[src/rtl/avst_pkg.sv]
// Shared types and helpers for the Avalon-ST transmit arbiter.
//   arb_state_t : arbiter FSM states (IDLE, XFER, GAP)
//   empty_w()   : width of the Avalon-ST empty field for a given data width
package avst_pkg;

  typedef enum logic [1:0] {
    IDLE = 2'd0,
    XFER = 2'd1,
    GAP  = 2'd2
  } arb_state_t;

  // $clog2(width/8), but never below one bit so an 8-bit bus still has a legal port.
  function automatic int empty_w(input int width);
    return (width / 8 > 1) ? $clog2(width / 8) : 1;
  endfunction

endpackage

[src/rtl/avst_tx_arbiter_rr_pick.sv]
// Combinational round-robin selector.
//   req    : request vector, one bit per source
//   ptr    : index of the source holding highest priority this cycle
//   onehot : first requester at or after ptr, wrapping modulo NUM_SRC
//   any    : at least one request is present
module rr_pick #(
  parameter int NUM_SRC = 2,
  parameter int PW      = 1
) (
  input  logic [NUM_SRC-1:0] req,
  input  logic [PW-1:0]      ptr,
  output logic [NUM_SRC-1:0] onehot,
  output logic               any
);

  logic [PW-1:0] idx;

  // Walk the sources starting at ptr; the first hit wins and blocks later ones.
  always_comb begin
    onehot = '0;
    idx    = '0;
    for (int k = 0; k < NUM_SRC; k++) begin
      idx = PW'((int'(ptr) + k) % NUM_SRC);
      if (onehot == '0 && req[idx]) begin
        onehot[idx] = 1'b1;
      end
    end
    any = |req;
  end

endmodule

[src/rtl/avst_tx_arbiter.sv]
// Packet-level round-robin arbiter sharing one Avalon-ST sink between NUM_SRC sources.
//   clk, rst (async, active-low)
//   en                         : allow new grants (a packet in flight always completes)
//   src_valid/data/sop/eop/empty, src_ready : per-source Avalon-ST sinks, packed by source index
//   out_valid/data/sop/eop/empty, out_ready : shared Avalon-ST source toward the MAC TX FIFO
//   grant                      : one-hot granted source, zero outside XFER
//   pkt_cnt                    : completed packets, wraps
//   err                        : one-cycle pulse on malformed traffic
module avst_tx_arbiter
  import avst_pkg::*;
#(
  parameter int WIDTH      = 32,
  parameter int NUM_SRC    = 2,
  parameter int IPG_CYCLES = 3,
  parameter int CNT_W      = 16,
  localparam int EW        = empty_w(WIDTH)
) (
  input  logic                    clk,
  input  logic                    rst,
  input  logic                    en,
  input  logic [NUM_SRC-1:0]      src_valid,
  input  logic [NUM_SRC*WIDTH-1:0] src_data,
  input  logic [NUM_SRC-1:0]      src_sop,
  input  logic [NUM_SRC-1:0]      src_eop,
  input  logic [NUM_SRC*EW-1:0]   src_empty,
  output logic [NUM_SRC-1:0]      src_ready,
  output logic                    out_valid,
  output logic [WIDTH-1:0]        out_data,
  output logic                    out_sop,
  output logic                    out_eop,
  output logic [EW-1:0]           out_empty,
  input  logic                    out_ready,
  output logic [NUM_SRC-1:0]      grant,
  output logic [CNT_W-1:0]        pkt_cnt,
  output logic                    err
);

  localparam int PW = $clog2(NUM_SRC);
  localparam int GW = (IPG_CYCLES > 1) ? $clog2(IPG_CYCLES) : 1;
  localparam logic [GW-1:0] GAP_LAST = GW'((IPG_CYCLES > 0) ? IPG_CYCLES - 1 : 0);

  arb_state_t         state_q, state_d;
  logic [NUM_SRC-1:0] grant_q, grant_d;
  logic [PW-1:0]      rr_ptr_q, rr_ptr_d;
  logic [GW-1:0]      gap_cnt_q, gap_cnt_d;
  logic [CNT_W-1:0]   pkt_cnt_q, pkt_cnt_d;
  logic               first_q, first_d;
  logic               err_q, err_d;

  logic [NUM_SRC-1:0] req;
  logic [NUM_SRC-1:0] malformed;
  logic [NUM_SRC-1:0] pick_onehot;
  logic               pick_any;
  logic [PW-1:0]      g_idx;
  logic [PW-1:0]      ptr_after;
  logic               accept;

  assign req       = src_valid & src_sop;
  assign malformed = src_valid & ~src_sop;

  rr_pick #(
    .NUM_SRC (NUM_SRC),
    .PW      (PW)
  ) u_pick (
    .req    (req),
    .ptr    (rr_ptr_q),
    .onehot (pick_onehot),
    .any    (pick_any)
  );

  // Output mux: pass the granted source straight through, zero everywhere else.
  always_comb begin
    out_valid = 1'b0;
    out_data  = '0;
    out_sop   = 1'b0;
    out_eop   = 1'b0;
    out_empty = '0;
    g_idx     = '0;
    if (state_q == XFER) begin
      for (int i = 0; i < NUM_SRC; i++) begin
        if (grant_q[i]) begin
          out_valid = src_valid[i];
          out_data  = src_data[i*WIDTH +: WIDTH];
          out_sop   = src_sop[i];
          out_eop   = src_eop[i];
          out_empty = src_empty[i*EW +: EW];
          g_idx     = PW'(i);
        end
      end
    end
  end

  // Ready steering. In IDLE a beat without sop is consumed and discarded; the
  // drop is held off during reset so an aborted source is not drained.
  always_comb begin
    src_ready = '0;
    case (state_q)
      XFER:    src_ready = grant_q & {NUM_SRC{out_ready}};
      IDLE:    if (rst) src_ready = malformed;
      default: src_ready = '0;
    endcase
  end

  assign accept    = out_valid & out_ready;
  assign ptr_after = (g_idx == PW'(NUM_SRC - 1)) ? '0 : g_idx + PW'(1);

  // Next-state logic. first_q marks that the packet's opening beat is still
  // pending, so a later sop inside the same packet can be flagged.
  always_comb begin
    state_d   = state_q;
    grant_d   = grant_q;
    rr_ptr_d  = rr_ptr_q;
    gap_cnt_d = gap_cnt_q;
    pkt_cnt_d = pkt_cnt_q;
    first_d   = first_q;
    err_d     = 1'b0;
    case (state_q)
      IDLE: begin
        if (|malformed) err_d = 1'b1;
        if (en && pick_any) begin
          grant_d = pick_onehot;
          first_d = 1'b1;
          state_d = XFER;
        end
      end
      XFER: begin
        if (accept) begin
          first_d = 1'b0;
          if (out_sop && !first_q) err_d = 1'b1;
          if (out_eop) begin
            pkt_cnt_d = pkt_cnt_q + CNT_W'(1);
            rr_ptr_d  = ptr_after;
            grant_d   = '0;
            state_d   = (IPG_CYCLES > 0) ? GAP : IDLE;
          end
        end
      end
      GAP: begin
        if (gap_cnt_q == GAP_LAST) begin
          gap_cnt_d = '0;
          state_d   = IDLE;
        end else begin
          gap_cnt_d = gap_cnt_q + GW'(1);
        end
      end
      default: state_d = IDLE;
    endcase
  end

  // State and counters; reset abandons any packet in flight.
  always_ff @(posedge clk or negedge rst) begin
    if (!rst) begin
      state_q   <= IDLE;
      grant_q   <= '0;
      rr_ptr_q  <= '0;
      gap_cnt_q <= '0;
      pkt_cnt_q <= '0;
      first_q   <= 1'b0;
      err_q     <= 1'b0;
    end else begin
      state_q   <= state_d;
      grant_q   <= grant_d;
      rr_ptr_q  <= rr_ptr_d;
      gap_cnt_q <= gap_cnt_d;
      pkt_cnt_q <= pkt_cnt_d;
      first_q   <= first_d;
      err_q     <= err_d;
    end
  end

  assign grant   = grant_q;
  assign pkt_cnt = pkt_cnt_q;
  assign err     = err_q;

endmodule
[config.mk]
export PLATFORM = sky130hd
export DESIGN_NAME = avst_tx_arbiter
export DESIGN_NICKNAME = d
export VERILOG_FILES = /design/src/rtl/avst_pkg.sv /design/src/rtl/avst_tx_arbiter_rr_pick.sv /design/src/rtl/avst_tx_arbiter.sv
export SDC_FILE = /design/constraint.sdc
export NUM_CORES = 1
export LEC_CHECK = 0
export ABC_AREA = 1
export CAP_MARGIN = 5
export CORE_MARGIN = 4
export CORE_UTILIZATION = 36
export DETAILED_ROUTE_END_ITERATION = 6
export PLACE_DENSITY = 0.81
export SYNTH_ARGS = -nofsm -noshare
export SYNTH_HDL_FRONTEND = slang
export SYNTH_SLANG_ARGS = --single-unit
[constraint.sdc]
create_clock -name clk -period 1.6 [get_ports clk]
set_input_delay 0.32 -clock clk [delete_from_list [all_inputs] [get_ports clk]]
set_output_delay 0.32 -clock clk [all_outputs]
set_load 0.02 [all_outputs]
==> impl_metrics.toml <==
[status]
status = "finished, violations left"
violations = "setup timing"

[critical_path]
crit_arrival_ps = 1530
regToRegEndpoint = "grant[1]"
r2r_cells = 10
crit_type = "reg -> out"
start_kind = "flop"
r2r_setup_slack_ps = -80
cp_max_fo = 8
reg2reg_from = "grant[1]"
cp-end-kind = "output pin"
required_ps = 1280

[die]
die_h_um = 82.8
die_w_um = 82.8
core.rowCount = 26
initial_core_util_pct = 38.2
coreArea_sq_um = 5270
die-area_sq_um = 6860
ios = 136

[place]
place_inst = 519
dpl.hpwl_mm = 6.86
dp_slack_ps = -660
place_congestion = 0.849
io_buffers = 135

[hold_path]
whs_endpoint = "gap_cnt_q[0]"
whs_path_depth = 2
hp-class = "reg -> reg"
hold_start = "gap_cnt_q[0]"

[layout]
utilization_pct = 77.9
diodes = 0
area_delta_synth_final_pct = 104
final_cells = 536
fin_nets = 546
drive_gt1_share_pct = 40.1

[clock_network]
cts_tree = "done"
path_clk_slew_ps = 90
htreeDepth = 1
ctsRootBufferMaster = "clkbuf_8"
cts_sinks = 25
cts_made_buffers = 3
insertion_delay_ps = 270
cts_buffer_depth = 2

[pwr]
p_leak_nw = 1.84
powerDensity_nw_per_um2 = 1080
peakVddDrop_mv = 0.628

[timing]
clock.fmax_mhz = 541
hold-worst-slack_ps = 531
post-route-period-util_pct = 116
setup_violations = 53
rsz0062_at_grt = "yes"
hold_violations = 0
finalSetupTns_ps = -7530
layout_min_cycle_time_ps = 1850
clock_skew_ps = 4.60
maxSlewViolCount = 0
tightest_slew_ps = 327
relSlewSlack_pct = 78.2
worst_slack_ps = -249

[synthesis]
synthArstFlopShare_pct = 100
ys_ff_latch = 25
synthFlopType = "dfrtp_1"
postSynthAreaPerCell_sq_um = 6.88
yosys_warnings = 0
syn_nets = 372
yosysSeqAreaShare_pct = 31.0
syn_inst = 293
synth_edf_count = 0
synth_cell_type_count = 31
netlist_area_sq_um = 2020

[grt]
grt_max_degree = 26
grt_pass1_vias = 2664
overflow = 0
track_usage_pct = 25.5
grt_first_pass_wirelength_mm = 14.6
antenna_found_initial = 0

[routing]
wl_per_cell_um = 17.6
drcViolationCount = 0
ant_nets = 0
drt_wl_total_mm = 9.41
drt-initial-drc-count = 141
vias_per_cell = 5.14
dr.pass1.iters = 6
num_vias = 2755

[job]
maxCapViolCount = 0
==> worst max-delay path: stages (launching register included) <==
cell	delay, ps
dfrtp_2	440
nor2_4	210
buf_4	160
buf_8	130
a22oi_2	60
nor2_2	100
buf_4	150
==> sequential cells by signal (all words and copies together), names as in the netlist <==
signal     flops
err            1
first_q        1
gap_cnt_q      2
grant          2
pkt_cnt       16
rr_ptr_q       1
state_q        2
==> layer usage <==
layer	up-vias	track usage (%)	part of all wire, %
met5	-	0	0
met1	1311	32.3	39
met4	0	6.24	2.8
met2	111	44.9	53
met3	20	4.06	5.6
li1	1313	-	-
==> how the worst max path moves through the flow <==
stage              endpoint  depth (start not counted)  slack, ps    startpoint
2_1_floorplan  out_data[10]                          5         30    state_q[0]
3_3_place_gp   src_ready[1]                          5       -620  src_valid[1]
3_5_place_dp   src_ready[1]                          5       -660  src_valid[1]
4_1_cts        out_data[31]                          6       -210      grant[1]
5_1_grt        out_data[14]                          6       -320      grant[1]
6_report       out_data[14]                          6       -250      grant[1]
==> cell type report <==
type                       instances  area [sq um]
multi-input combinational        226          1470
fill                             358          1160
timing repair inverter             2          27.5
tap                               70          87.6
inverter                          30           130
timing repair buffer             179          1710
sequential                        25           631
clock buffer                       4          45.0
==> power breakdown <==
group	total (mW)	leakage [nW]	internal, mW	switching (mW)
clock	0.377	0.0228	0.178	0.198
combinational	3.21	1.51	1.49	1.72
sequential	0.850	0.302	0.747	0.103
==> layout by cell type (no fill, tap or decap), types with 3 or more instances in the layout <==
cell / n
a22oi_2: 25
buf_6: 28
nor3_1: 3
nand3_1: 9
nand2_1: 69
nor2_1: 24
nor2_4: 3
a22oi_1: 9
buf_2: 5
nand4_1: 4
o21ai_0: 6
nor2_2: 33
dfrtp_2: 4
clkdlybuf4s50_1: 78
clkbuf_8: 3
buf_4: 45
o21ai_1: 3
nand2_2: 8
nand3_2: 3
dfrtp_1: 21
dlygate4sd2_1: 18
inv_2: 3
nand2_4: 3
inv_1: 25
xor2_1: 4
o21ai_2: 7
==> repair_timing <==
| item | 4_1_cts | 5_1_grt |
|---|---|---|
| gates cloned | 2 | 2 |
| resized for setup | 246 | 51 |
| hold buffers | 0 | 0 |
| setup buffers | 6 | 3 |
| endpoints found under the setup margin | 75 | 58 |
| pin swaps | 5 | 7 |
==> through the flow <==
step | power [mW] | area, sq um
after floorplan | 2.29 | 2100
after global placement | 3.63 | 3730
after detailed placement | 3.70 | 3730
after CTS | 4.22 | 3910
after global routing | 4.69 | 4110
final | 4.44 | 4110
==> kinds of logic (layout without fill, tap and decap cells) <==
logic type	Yosys count	count (layout)	synth area share, %
simple gates	164	165	36.4
compound gates	55	55	19.4
buf+inv	43	215	10.3
flops	25	25	31.0
xor+xnor	5	5	2.17
fa+ha+maj	1	1	0.621
==> cell usage after synthesis, types with 2 or more instances <==
master | count | share of area [%]
a22oi_1 | 34 | 13
nand3_2 | 3 | 1.5
nand3_1 | 9 | 2.2
buf_2 | 4 | 0.99
nand2_2 | 7 | 2.2
nand4_1 | 4 | 1.2
buf_12 | 2 | 2.0
a21oi_1 | 3 | 0.74
nand2_1 | 73 | 14
dfrtp_1 | 25 | 31
o21ai_0 | 9 | 2.2
inv_2 | 3 | 0.56
inv_1 | 26 | 4.8
nor2_1 | 56 | 10
xor2_1 | 4 | 1.7
buf_1 | 5 | 0.93
o21ai_2 | 7 | 3.0
nor3_1 | 4 | 0.99
nor2_2 | 2 | 0.62
nor2_4 | 2 | 1.1
No activity file was read; power rests on OpenSTA's default activity.
